[config.mk]
export PLATFORM = sky130hd
export DESIGN_NAME = scan_digit_ctrl
export DESIGN_NICKNAME = d
export VERILOG_FILES = /design/src/rtl/scan_digit_ctrl.sv
export SDC_FILE = /design/constraint.sdc
export NUM_CORES = 1
export LEC_CHECK = 0
export BUFFER_PORTS_ARGS = -buffer_cell sky130_fd_sc_hd__buf_2
export CAP_MARGIN = 10
export CELL_PAD_IN_SITES_DETAIL_PLACEMENT = 2
export CELL_PAD_IN_SITES_GLOBAL_PLACEMENT = 2
export CORE_UTILIZATION = 36
export DETAILED_ROUTE_END_ITERATION = 8
export PLACE_DENSITY_LB_ADDON = 0.1
export SLEW_MARGIN = 0
export SYNTH_ARGS = -nofsm -noshare
export SYNTH_HDL_FRONTEND = slang
export SYNTH_SLANG_ARGS = --single-unit
[constraint.sdc]
create_clock -name clk -period 2.62 [get_ports clk]
set_clock_uncertainty 0.05 [all_clocks]
set_input_delay 0.131 -clock clk [delete_from_list [all_inputs] [get_ports clk]]
set_output_delay 0.131 -clock clk [all_outputs]
set_load 0.03 [all_outputs]
[src/rtl/scan_digit_ctrl.sv]
// Four-digit multiplexed display scanner: per-slot guard blanking, frame-aligned value update.
// Optional LEADING_ZERO_BLANK_EN macro blanks leading zero digits above slot 0.
module scan_digit_ctrl #(
  parameter int PRESCALE = 50000,
  parameter int GUARD    = 500
) (
  input  logic        clk,
  input  logic        rst_n,
  input  logic [15:0] value,
  input  logic        load,
  output logic [3:0]  nibble,
  output logic        enable,
  output logic [3:0]  digit_sel,
  output logic [1:0]  digit_idx,
  output logic        update_pending,
  output logic        frame_done
);

  localparam int CW = (PRESCALE > 2) ? $clog2(PRESCALE) : 1;
  localparam logic [CW-1:0] CNT_LAST = CW'(PRESCALE - 1);
  localparam logic [CW-1:0] GUARD_W  = CW'(GUARD);

  typedef enum logic {GUARD_PH, SHOW_PH} phase_t;
  localparam phase_t PH_START = (GUARD > 0) ? GUARD_PH : SHOW_PH;

  phase_t         state, state_nxt;
  logic [CW-1:0]  cnt, cnt_nxt;
  logic [1:0]     idx_nxt;
  logic [15:0]    active, pending;
  logic           rst_blank;
  logic           slot_last, fd, lit;

  always_ff @(posedge clk) begin
    if (!rst_n) begin
      state          <= PH_START;
      cnt            <= '0;
      digit_idx      <= 2'd0;
      active         <= 16'h0000;
      pending        <= 16'h0000;
      update_pending <= 1'b0;
      rst_blank      <= 1'b1;
    end else begin
      state     <= state_nxt;
      cnt       <= cnt_nxt;
      digit_idx <= idx_nxt;
      rst_blank <= 1'b0;
      if (fd) begin
        // Frame boundary: a same-cycle load bypasses the pending register.
        if (load) begin
          active  <= value;
          pending <= value;
        end else if (update_pending) begin
          active  <= pending;
        end
        update_pending <= 1'b0;
      end else if (load) begin
        pending        <= value;
        update_pending <= 1'b1;
      end
    end
  end

  always_comb begin
    slot_last = (cnt == CNT_LAST);
    fd        = slot_last && (digit_idx == 2'd3);
    cnt_nxt   = slot_last ? '0 : cnt + 1'b1;
    idx_nxt   = slot_last ? digit_idx + 2'd1 : digit_idx;
    state_nxt = (cnt_nxt < GUARD_W) ? GUARD_PH : SHOW_PH;
  end

  // Outputs come only from registered state; rst_blank keeps the strobes dark
  // during reset even when GUARD = 0.
  always_comb begin
    nibble     = active[{digit_idx, 2'b00} +: 4];
    lit        = (state == SHOW_PH) && !rst_blank;
`ifdef LEADING_ZERO_BLANK_EN
    case (digit_idx)
      2'd1:    if (active[15:4]  == 12'h000) lit = 1'b0;
      2'd2:    if (active[15:8]  == 8'h00)   lit = 1'b0;
      2'd3:    if (active[15:12] == 4'h0)    lit = 1'b0;
      default: ;
    endcase
`endif
    enable     = lit;
    digit_sel  = lit ? ~(4'b0001 << digit_idx) : 4'b1111;
    frame_done = fd;
  end

endmodule
==> impl_table.tex, run 1 <==
\begin{tabular}{lr}
\hline
Metric & Value \\
\hline
\multicolumn{2}{l}{\textbf{Clock network}} \\
Clock tree from TritonCTS & done \\
CTS H-Tree Depth & 2 \\
Max Buffers Root-to-Sink & 2 \\
Clock edge transition at the registers on the reported setup and hold paths & 100 ps \\
Postcts setup bufs & 0 \\
Clock Sink Count & 53 \\
Root buffer selected by CTS & sky130\_fd\_sc\_hd\_\_clkbuf\_8 \\
Clock buffers created by TritonCTS & 5 \\
Clock Latency Late Sink & between 300 and 400 ps \\
\multicolumn{2}{l}{\textbf{Setup path}} \\
Register-to-register path setup slack & between 400 and 500 ps \\
Nature of the critical path startpoint & flip-flop \\
Required @ worst endpoint & between 2000 and 2500 ps \\
Reg-to-Reg End & active[10] \\
Critical Path AT & 2270 ps \\
Path depth of the worst reg2reg path & 7 \\
Crit path max fanout & 5 \\
Startpoint-to-endpoint class of the critical path & reg2out \\
Worst reg2reg startpoint & cnt[0] \\
Capturing element of the worst setup path & frame\_done \\
Launching instance or port of the critical path & cnt[6] \\
Endpoint class of the critical path & primary output \\
\multicolumn{2}{l}{\textbf{Power and ir drop}} \\
Sequential cell fraction of total power & 55.9\% \\
Leakage & 1.005 nW \\
Clock share of power & 38.5\% \\
Net switching power & about 330 µW \\
Highest ir drop seen on vdd & 0.0002458 V \\
Internal power & 1.170 mW \\
Total power density per cell area & 545.5 nW/µm² \\
Switching fraction of total power & 21.84\% \\
Share of power burned in combinational logic & 5.6\% \\
\multicolumn{2}{l}{\textbf{Finish}} \\
Net count of the finished layout & 298 \\
Relative area change from synthesis to final layout & 14.82\% \\
Summed area of non-filler cells in the final layout & 2743 µm² \\
Diodes inserted & 0 \\
Fraction of layout instances using a drive strength above 1 & 26.18\% \\
\multicolumn{2}{l}{\textbf{Timing}} \\
Setup TNS & 0 ps \\
Count of endpoints failing hold in the final timing report & 0 \\
Post-layout min period & about 2500 ps \\
Highest attainable clock frequency & 0.4080 GHz \\
Number of slew-limit violations in the final report & 0 \\
Final setup violating endpoints & 0 \\
Setup repair after global routing missed its margin & false \\
Share of the cycle needed by the critical path after routing & $\sim$94\% \\
Tightest slew margin relative to the limit & 66.02\% \\
Worst setup margin & 169.1 ps \\
Worst Max-Slew Pin Slew & 505.1 ps \\
Worst slack on hold paths & 43.60 ps \\
\multicolumn{2}{l}{\textbf{Floorplanning}} \\
Overall die width & around 83 µm \\
\# IOs & 32 \\
Count of standard-cell rows & 29 \\
Placeable core region & 6386 µm² \\
Starting density of the core & 37.40\% \\
Full die area & 6965 µm² \\
Overall die height & 83.46 µm \\
\multicolumn{2}{l}{\textbf{GRT}} \\
Number of global-route vias before repair & 1915 \\
Global-route congestion overflow total & 0 \\
Overall track demand over capacity in global routing & 16.39\% \\
Number of antenna violations at the first check in global routing & 0 \\
Global-route wire length before repair & between 9000 and 10000 µm \\
Maximum number of pins on one net before global-route repair & just over 40 \\
\multicolumn{2}{l}{\textbf{Yosys}} \\
Async set-reset flop share out of synthesis & 0\% \\
Unique cell type count in the Yosys netlist & 42 \\
Post-Syn Instances & 244 \\
Portion of the post-synthesis area used by sequential elements & between 40\% and 50\% \\
Yosys warnings & 0 \\
Synth Flop Type & sky130\_fd\_sc\_hd\_\_dfxtp\_1 \\
Mapped cell area & about 2400 µm² \\
Syn Area/Cell & just under 10 µm² \\
Synthesis-stage register bit count & 53 \\
Net count after synthesis & around 270 \\
Number of synthesized flops with an enable pin & 0 \\
\multicolumn{2}{l}{\textbf{Drt}} \\
Detailed Route WL & approximately 5200 µm \\
Via total after detailed routing & 1797 \\
Post-route DRC violation count & 0 \\
Mean number of vias per cell & $\sim$5.1 \\
Iteration-0 DRC Markers & 56 \\
Count of nets left with antenna violations after detail routing & 0 \\
Initial DRT Pass Iterations & 4 \\
Routed length per placed instance & 14.88 µm \\
\multicolumn{2}{l}{\textbf{Job}} \\
Max-cap violations & 0 \\
\multicolumn{2}{l}{\textbf{Place}} \\
Detailed placer's ending HPWL & 3764 µm \\
DP Area & 2624 µm² \\
Final weighted congestion in routability-driven placement & 0.7163 \\
Setup Slack @ Placement & $\sim$370 ps \\
Number of buffers added on ports & 31 \\
\multicolumn{2}{l}{\textbf{Status}} \\
Outcome & finished clean \\
\multicolumn{2}{l}{\textbf{Worst hold path}} \\
Worst min-delay path category & in2reg \\
\hline
\end{tabular}
==> worst max-delay path, cell delays in order (launching register included) <==
cell and delay [ps]:
sky130_fd_sc_hd__dfxtp_1 410, sky130_fd_sc_hd__nand2_1 100, sky130_fd_sc_hd__or4_4 530, sky130_fd_sc_hd__or4_1 540, sky130_fd_sc_hd__nor2_1 160, sky130_fd_sc_hd__buf_2 220
==> registers in the layout (all words and copies together) (netlist names) <==
register and count:
active 16, pending 16, update_pending 1, rst_blank 1
state 1, cnt 16, digit_idx 2
==> metrics by stage <==
stage	total power, mW	util (%)	instances
finish	1.496	42.95	352
global placement	0.9378	41.09	344
floorplan	0.9101	-	244
CTS	1.523	42.91	352
global route	1.566	42.95	352
detailed placement	0.9417	41.09	344
==> layout by cell type, fill, tap and decap left out, types with 3 or more instances in the layout <==
| cell | instances |
|---|---|
| sky130_fd_sc_hd__nor4_1 | 3 |
| sky130_fd_sc_hd__nand2_1 | 13 |
| sky130_fd_sc_hd__nor2_1 | 54 |
| sky130_fd_sc_hd__mux4_2 | 4 |
| sky130_fd_sc_hd__clkbuf_8 | 6 |
| sky130_fd_sc_hd__inv_1 | 7 |
| sky130_fd_sc_hd__dfxtp_1 | 53 |
| sky130_fd_sc_hd__ha_1 | 4 |
| sky130_fd_sc_hd__xor2_1 | 3 |
| sky130_fd_sc_hd__mux2i_1 | 18 |
| sky130_fd_sc_hd__buf_4 | 6 |
| sky130_fd_sc_hd__buf_2 | 31 |
| sky130_fd_sc_hd__or3_1 | 3 |
| sky130_fd_sc_hd__nor2_2 | 4 |
| sky130_fd_sc_hd__nand3_1 | 6 |
| sky130_fd_sc_hd__nor3_1 | 3 |
| sky130_fd_sc_hd__xnor2_1 | 13 |
| sky130_fd_sc_hd__a211oi_2 | 14 |
==> timing repair <==
item,CTS,global route
gates resized for setup,0,1
endpoints found under the setup margin,0,1
hold buffers,0,0
==> final cells by class <==
type / count / area (µm²)
clock buffer: 7 / 86.33
clock inverter: 1 / 30.03
fill: 715 / 3643
inverter: 7 / 26.28
multi-input combinational: 169 / 1222
sequential: 53 / 1061
tap: 77 / 96.34
timing repair buffer: 38 / 220.2
==> logic make-up after synthesis <==
family | share of synthesized area [%]
and+or+nand+nor | 19.54
xor gates and xnor gates | 5.867
DFF | 44.42
AOI/OAI and AO/OA | 11.73
buffers and inverters | 4.505
muxes | 11.31
adders and majority gates | 2.619
==> routing by layer <==
metal / part of all wire, % / global-route usage (%)
met1: 46 / 19.74
met2: 50 / 28.54
met4: 1.8 / 6.317
met5: 0 / 0
met3: 2.9 / 3.561
==> how the worst min path moves through the flow <==
stage	from	end	slack, ps	cells past startpoint
2_1_floorplan	value[10]	pending[10]	250	2
3_3_place_gp	value[4]	pending[4]	360	3
3_5_place_dp	value[1]	pending[1]	380	3
4_1_cts	value[1]	pending[1]	50	3
5_1_grt	value[0]	pending[0]	70	3
6_report	value[4]	pending[4]	40	3
==> cell usage after synthesis, types with 3 or more instances <==
master	n	area (µm²)
sky130_fd_sc_hd__a211oi_2	14	175.2
sky130_fd_sc_hd__buf_2	3	15.01
sky130_fd_sc_hd__clkbuf_1	7	26.28
sky130_fd_sc_hd__dfxtp_1	53	1061
sky130_fd_sc_hd__ha_1	5	62.56
sky130_fd_sc_hd__inv_1	7	26.28
sky130_fd_sc_hd__mux2i_1	18	180.2
sky130_fd_sc_hd__mux4_2	4	90.09
sky130_fd_sc_hd__nand2_1	13	48.80
sky130_fd_sc_hd__nand3_1	6	30.03
sky130_fd_sc_hd__nor2_1	54	202.7
sky130_fd_sc_hd__nor2_2	4	25.02
sky130_fd_sc_hd__nor3_1	3	15.01
sky130_fd_sc_hd__nor4_1	3	18.77
sky130_fd_sc_hd__or3_1	3	18.77
sky130_fd_sc_hd__xnor2_1	13	113.9
sky130_fd_sc_hd__xor2_1	3	26.28
==> power by group through the flow <==
| stage | sequential, mW | combinational (mW) | clock, mW |
|---|---|---|---|
| global placement | 0.853 | 0.0843 | 0 |
| finish | 0.836 | 0.0845 | 0.576 |
| global route | 0.839 | 0.0960 | 0.630 |
| detailed placement | 0.855 | 0.0868 | 0 |
| floorplan | 0.852 | 0.0577 | 0 |
| CTS | 0.836 | 0.0876 | 0.599 |
(Power assumes the default switching activity.)
==> inputs of run 2 (changes only) <==
--- a/config.mk
+++ b/config.mk
@@ -5,11 +5,12 @@
 export SDC_FILE = /design/constraint.sdc
 export NUM_CORES = 1
 export LEC_CHECK = 0
+export ABC_AREA = 1
 export BUFFER_PORTS_ARGS = -buffer_cell sky130_fd_sc_hd__buf_2
 export CAP_MARGIN = 10
 export CELL_PAD_IN_SITES_DETAIL_PLACEMENT = 2
 export CELL_PAD_IN_SITES_GLOBAL_PLACEMENT = 2
-export CORE_UTILIZATION = 36
+export CORE_UTILIZATION = 32
 export DETAILED_ROUTE_END_ITERATION = 8
 export PLACE_DENSITY_LB_ADDON = 0.1
 export SLEW_MARGIN = 0
==> run 2 against run 1 <==
Compared with the run above: die area rose by 18%; sequential share of layout area fell by 1.4 points; highest routed layer unchanged; global-route usage rose by 2.6 points.
==> impl_table.tex, run 2 <==
\begin{tabular}{lr}
\hline
Metric & Value \\
\hline
\multicolumn{2}{l}{\textbf{Finish}} \\
Most used cells in the layout excluding fill and tap cells & sky130\_fd\_sc\_hd\_\_nor2\_1 (81), sky130\_fd\_sc\_hd\_\_nand2\_1 (60), sky130\_fd\_sc\_hd\_\_dfxtp\_1 (53) \\
Summed area of non-filler cells in the final layout & 2848 µm² \\
Relative area change from synthesis to final layout & 12.95\% \\
Register area & 1061 µm² \\
FILL cells & 980 \\
Fraction of layout instances using a drive strength above 1 & roughly 15\% \\
Registers with the most flip-flops & active: 16 flops, cnt: 16 flops, pending: 16 flops \\
Most common cell after layout, fill and taps aside & sky130\_fd\_sc\_hd\_\_nor2\_1 \\
Net count of the finished layout & 397 \\
Area taken by multi-input logic gates & $\sim$1300 µm² \\
Finished Core Util & a little under two fifths \\
Diodes inserted & 0 \\
\multicolumn{2}{l}{\textbf{Clock network}} \\
Clock Latency Late Sink & 320 ps \\
CTS H-Tree Depth & 2 \\
Max Buffers Root-to-Sink & 2 \\
Clock Sink Count & 53 \\
Root buffer selected by CTS & sky130\_fd\_sc\_hd\_\_clkbuf\_8 \\
Clock edge transition at the registers on the reported setup and hold paths & 110 ps \\
Clock tree from TritonCTS & done \\
Postcts setup bufs & 0 \\
Number of instances resized during post-cts repair & 0 \\
Clock buffers created by TritonCTS & 5 \\
Total of hold buffers inserted after clock tree synthesis & 0 \\
\multicolumn{2}{l}{\textbf{Status}} \\
Outcome & finished clean \\
\multicolumn{2}{l}{\textbf{Setup path}} \\
Endpoint class of the critical path & primary output \\
Startpoint-to-endpoint class of the critical path & reg2out \\
Nature of the critical path startpoint & flip-flop \\
Critical Path AT & $\sim$2100 ps \\
Crit path max fanout & 22 \\
Required @ worst endpoint & $\sim$2400 ps \\
\multicolumn{2}{l}{\textbf{Yosys}} \\
Synthesis-stage register bit count & 53 \\
Syn Area/Cell & about 7.3 µm² \\
Dominant combinational cell family by area after synthesis & simple AND/OR/NAND/NOR gates \\
Net count after synthesis & 369 \\
Simple logic cell fraction of the synthesized area & 32.70\% \\
Cell with the most instances after synthesis & sky130\_fd\_sc\_hd\_\_nor2\_1 \\
Yosys warnings & 0 \\
Cell type contributing the most total cell area after synthesis & sky130\_fd\_sc\_hd\_\_dfxtp\_1 \\
Post-Syn Instances & 345 \\
Share of synthesized area spent on multiplexers & under 10\% \\
Fraction of the mapped netlist area in compound gates & 7.444\% \\
Fraction of the mapped netlist area in adder cells & 2.481\% \\
Main area contributors after synthesis & sky130\_fd\_sc\_hd\_\_dfxtp\_1 (42\%), sky130\_fd\_sc\_hd\_\_nor2\_1 (12\%), sky130\_fd\_sc\_hd\_\_nand2\_1 (8.9\%) \\
Number of synthesized flops with an enable pin & 0 \\
Unique cell type count in the Yosys netlist & 28 \\
Synth Flop Type & sky130\_fd\_sc\_hd\_\_dfxtp\_1 \\
Mapped cell area & 2521 µm² \\
Commonest cells in the synthesized netlist & sky130\_fd\_sc\_hd\_\_nor2\_1 (81), sky130\_fd\_sc\_hd\_\_nand2\_1 (60), sky130\_fd\_sc\_hd\_\_dfxtp\_1 (53), sky130\_fd\_sc\_hd\_\_nand3\_1 (27), sky130\_fd\_sc\_hd\_\_inv\_1 (25) \\
Portion of the post-synthesis area used by sequential elements & 42.08\% \\
Top-area cell type share of the netlist area & 42.08\% \\
Synthesized-area fraction occupied by xor and xnor cells & under 10\% \\
Async set-reset flop share out of synthesis & 0\% \\
\multicolumn{2}{l}{\textbf{Power and ir drop}} \\
Total power & 1.415 mW \\
Total power density per cell area & just under 500 nW/µm² \\
Leakage & 1.243 nW \\
Highest ir drop seen on vdd & 0.0002227 V \\
\multicolumn{2}{l}{\textbf{Drt}} \\
Via total after detailed routing & 2328 \\
Post-route DRC violation count & 0 \\
Mean number of vias per cell & between 4 and 5 \\
Count of nets left with antenna violations after detail routing & 0 \\
Iteration-0 DRC Markers & 63 \\
Detailed Route WL & 7216 µm \\
Initial DRT Pass Iterations & 4 \\
Routed length per placed instance & roughly 15 µm \\
\multicolumn{2}{l}{\textbf{Floorplanning}} \\
\# IOs & 32 \\
Starting density of the core & about a third \\
Full die area & slightly above 8000 µm² \\
Overall die height & 90.76 µm \\
Count of standard-cell rows & 32 \\
Placeable core region & roughly 7700 µm² \\
Overall die width & 90.76 µm \\
\multicolumn{2}{l}{\textbf{GRT}} \\
Global-route congestion overflow total & 0 \\
Maximum number of pins on one net before global-route repair & 31 \\
Number of global-route vias before repair & 2443 \\
Overall track demand over capacity in global routing & 18.95\% \\
Global-route wire length before repair & 12250 µm \\
Number of antenna violations at the first check in global routing & 0 \\
\multicolumn{2}{l}{\textbf{Timing}} \\
Number of slew-limit violations in the final report & 0 \\
Worst Max-Slew Pin Slew & 1068 ps \\
Tightest slew margin relative to the limit & 28.75\% \\
Setup TNS & 0 ps \\
Final setup violating endpoints & 0 \\
Setup repair after global routing missed its margin & false \\
Count of endpoints failing hold in the final timing report & 0 \\
Post-layout min period & 2231 ps \\
Highest attainable clock frequency & 0.4482 GHz \\
Share of the cycle needed by the critical path after routing & 85.16\% \\
\multicolumn{2}{l}{\textbf{Place}} \\
Detailed placer's ending HPWL & between 5000 and 6000 µm \\
DP Area & 2760 µm² \\
Final weighted congestion in routability-driven placement & 0.7605 \\
Number of buffers added on ports & 31 \\
\multicolumn{2}{l}{\textbf{Worst hold path}} \\
Worst min-delay path category & in2reg \\
\multicolumn{2}{l}{\textbf{Job}} \\
Max-cap violations & 0 \\
\hline
\end{tabular}
==> run 2: cell count changes after synthesis, moves of 4 or more <==
cell and delta:
sky130_fd_sc_hd__xnor2_1 -12, sky130_fd_sc_hd__nor2_1 +27, sky130_fd_sc_hd__inv_1 +18, sky130_fd_sc_hd__a211oi_2 -14, sky130_fd_sc_hd__o21ai_0 +9, sky130_fd_sc_hd__nand4_1 +6
sky130_fd_sc_hd__a21oi_1 +15, sky130_fd_sc_hd__mux4_2 -4, sky130_fd_sc_hd__nand3_1 +21, sky130_fd_sc_hd__nand2_1 +47
==> run 2: cells by family after synthesis <==
kind of cell,Yosys count
adders and majority gates,5
buffers and inverters,42
xor gates and xnor gates,4
AOI/OAI and AO/OA,35
DFF,53
muxes,16
and+or+nand+nor,190
==> run 2: path summary, 6_finish.rpt <==
check                              start    endpoint  slack (ps)  cells after the start
worst max-delay path              cnt[0]  frame_done         390                      6
worst min-delay path            value[9]  pending[9]          20                      3
worst max register to register    cnt[0]  active[15]         560                      9
worst min register to register    cnt[0]      cnt[0]         430                      1
==> run 2: layout make-up <==
cell class / instances / area share (%)
Clock inverter: 2 / 0.5272
Sequential cell: 53 / 37.26
Inverter: 25 / 3.295
Clock buffer: 6 / 2.548
Tap cell: 102 / 4.482
Timing Repair Buffer: 38 / 7.293
Multi-Input combinational cell: 250 / 44.60
==> run 2: stage by stage <==
step | setup WS, ps | instances | hold slack (ps)
6_report | 388.9 | 476 | 22.81
5_1_grt | 220.4 | 476 | 30.52
4_1_cts | 357.9 | 476 | 21.05
3_5_place_dp | 536.8 | 468 | 354.5
3_3_place_gp | 652.1 | 468 | 352.4
2_1_floorplan | 868.2 | 345 | 248.0
==> run 2: routing by layer <==
metal	wire length [µm]	part of all wire, %	track usage [%]	up-vias
li1	-	-	-	1164
met1	3791	53	26.50	1131
met2	3202	44	30.30	29
met3	171	2.4	3.114	4
met4	51	0.71	4.435	0
met5	0	0	0	-
==> run 2: worst max-delay path, cell delays in order (launching register included) <==
cell and delay, ps:
sky130_fd_sc_hd__dfxtp_1 390, sky130_fd_sc_hd__ha_1 260, sky130_fd_sc_hd__nand3_2 130, sky130_fd_sc_hd__nor2_2 140, sky130_fd_sc_hd__nand2_2 90, sky130_fd_sc_hd__nor2_4 430, sky130_fd_sc_hd__buf_2 300
==> run 2: report_power, final <==
group / total, mW / switching (mW) / internal, mW
Sequential: 0.835 / 0.00919 / 0.825
Clock: 0.478 / 0.289 / 0.189
Combinational: 0.103 / 0.0663 / 0.0363
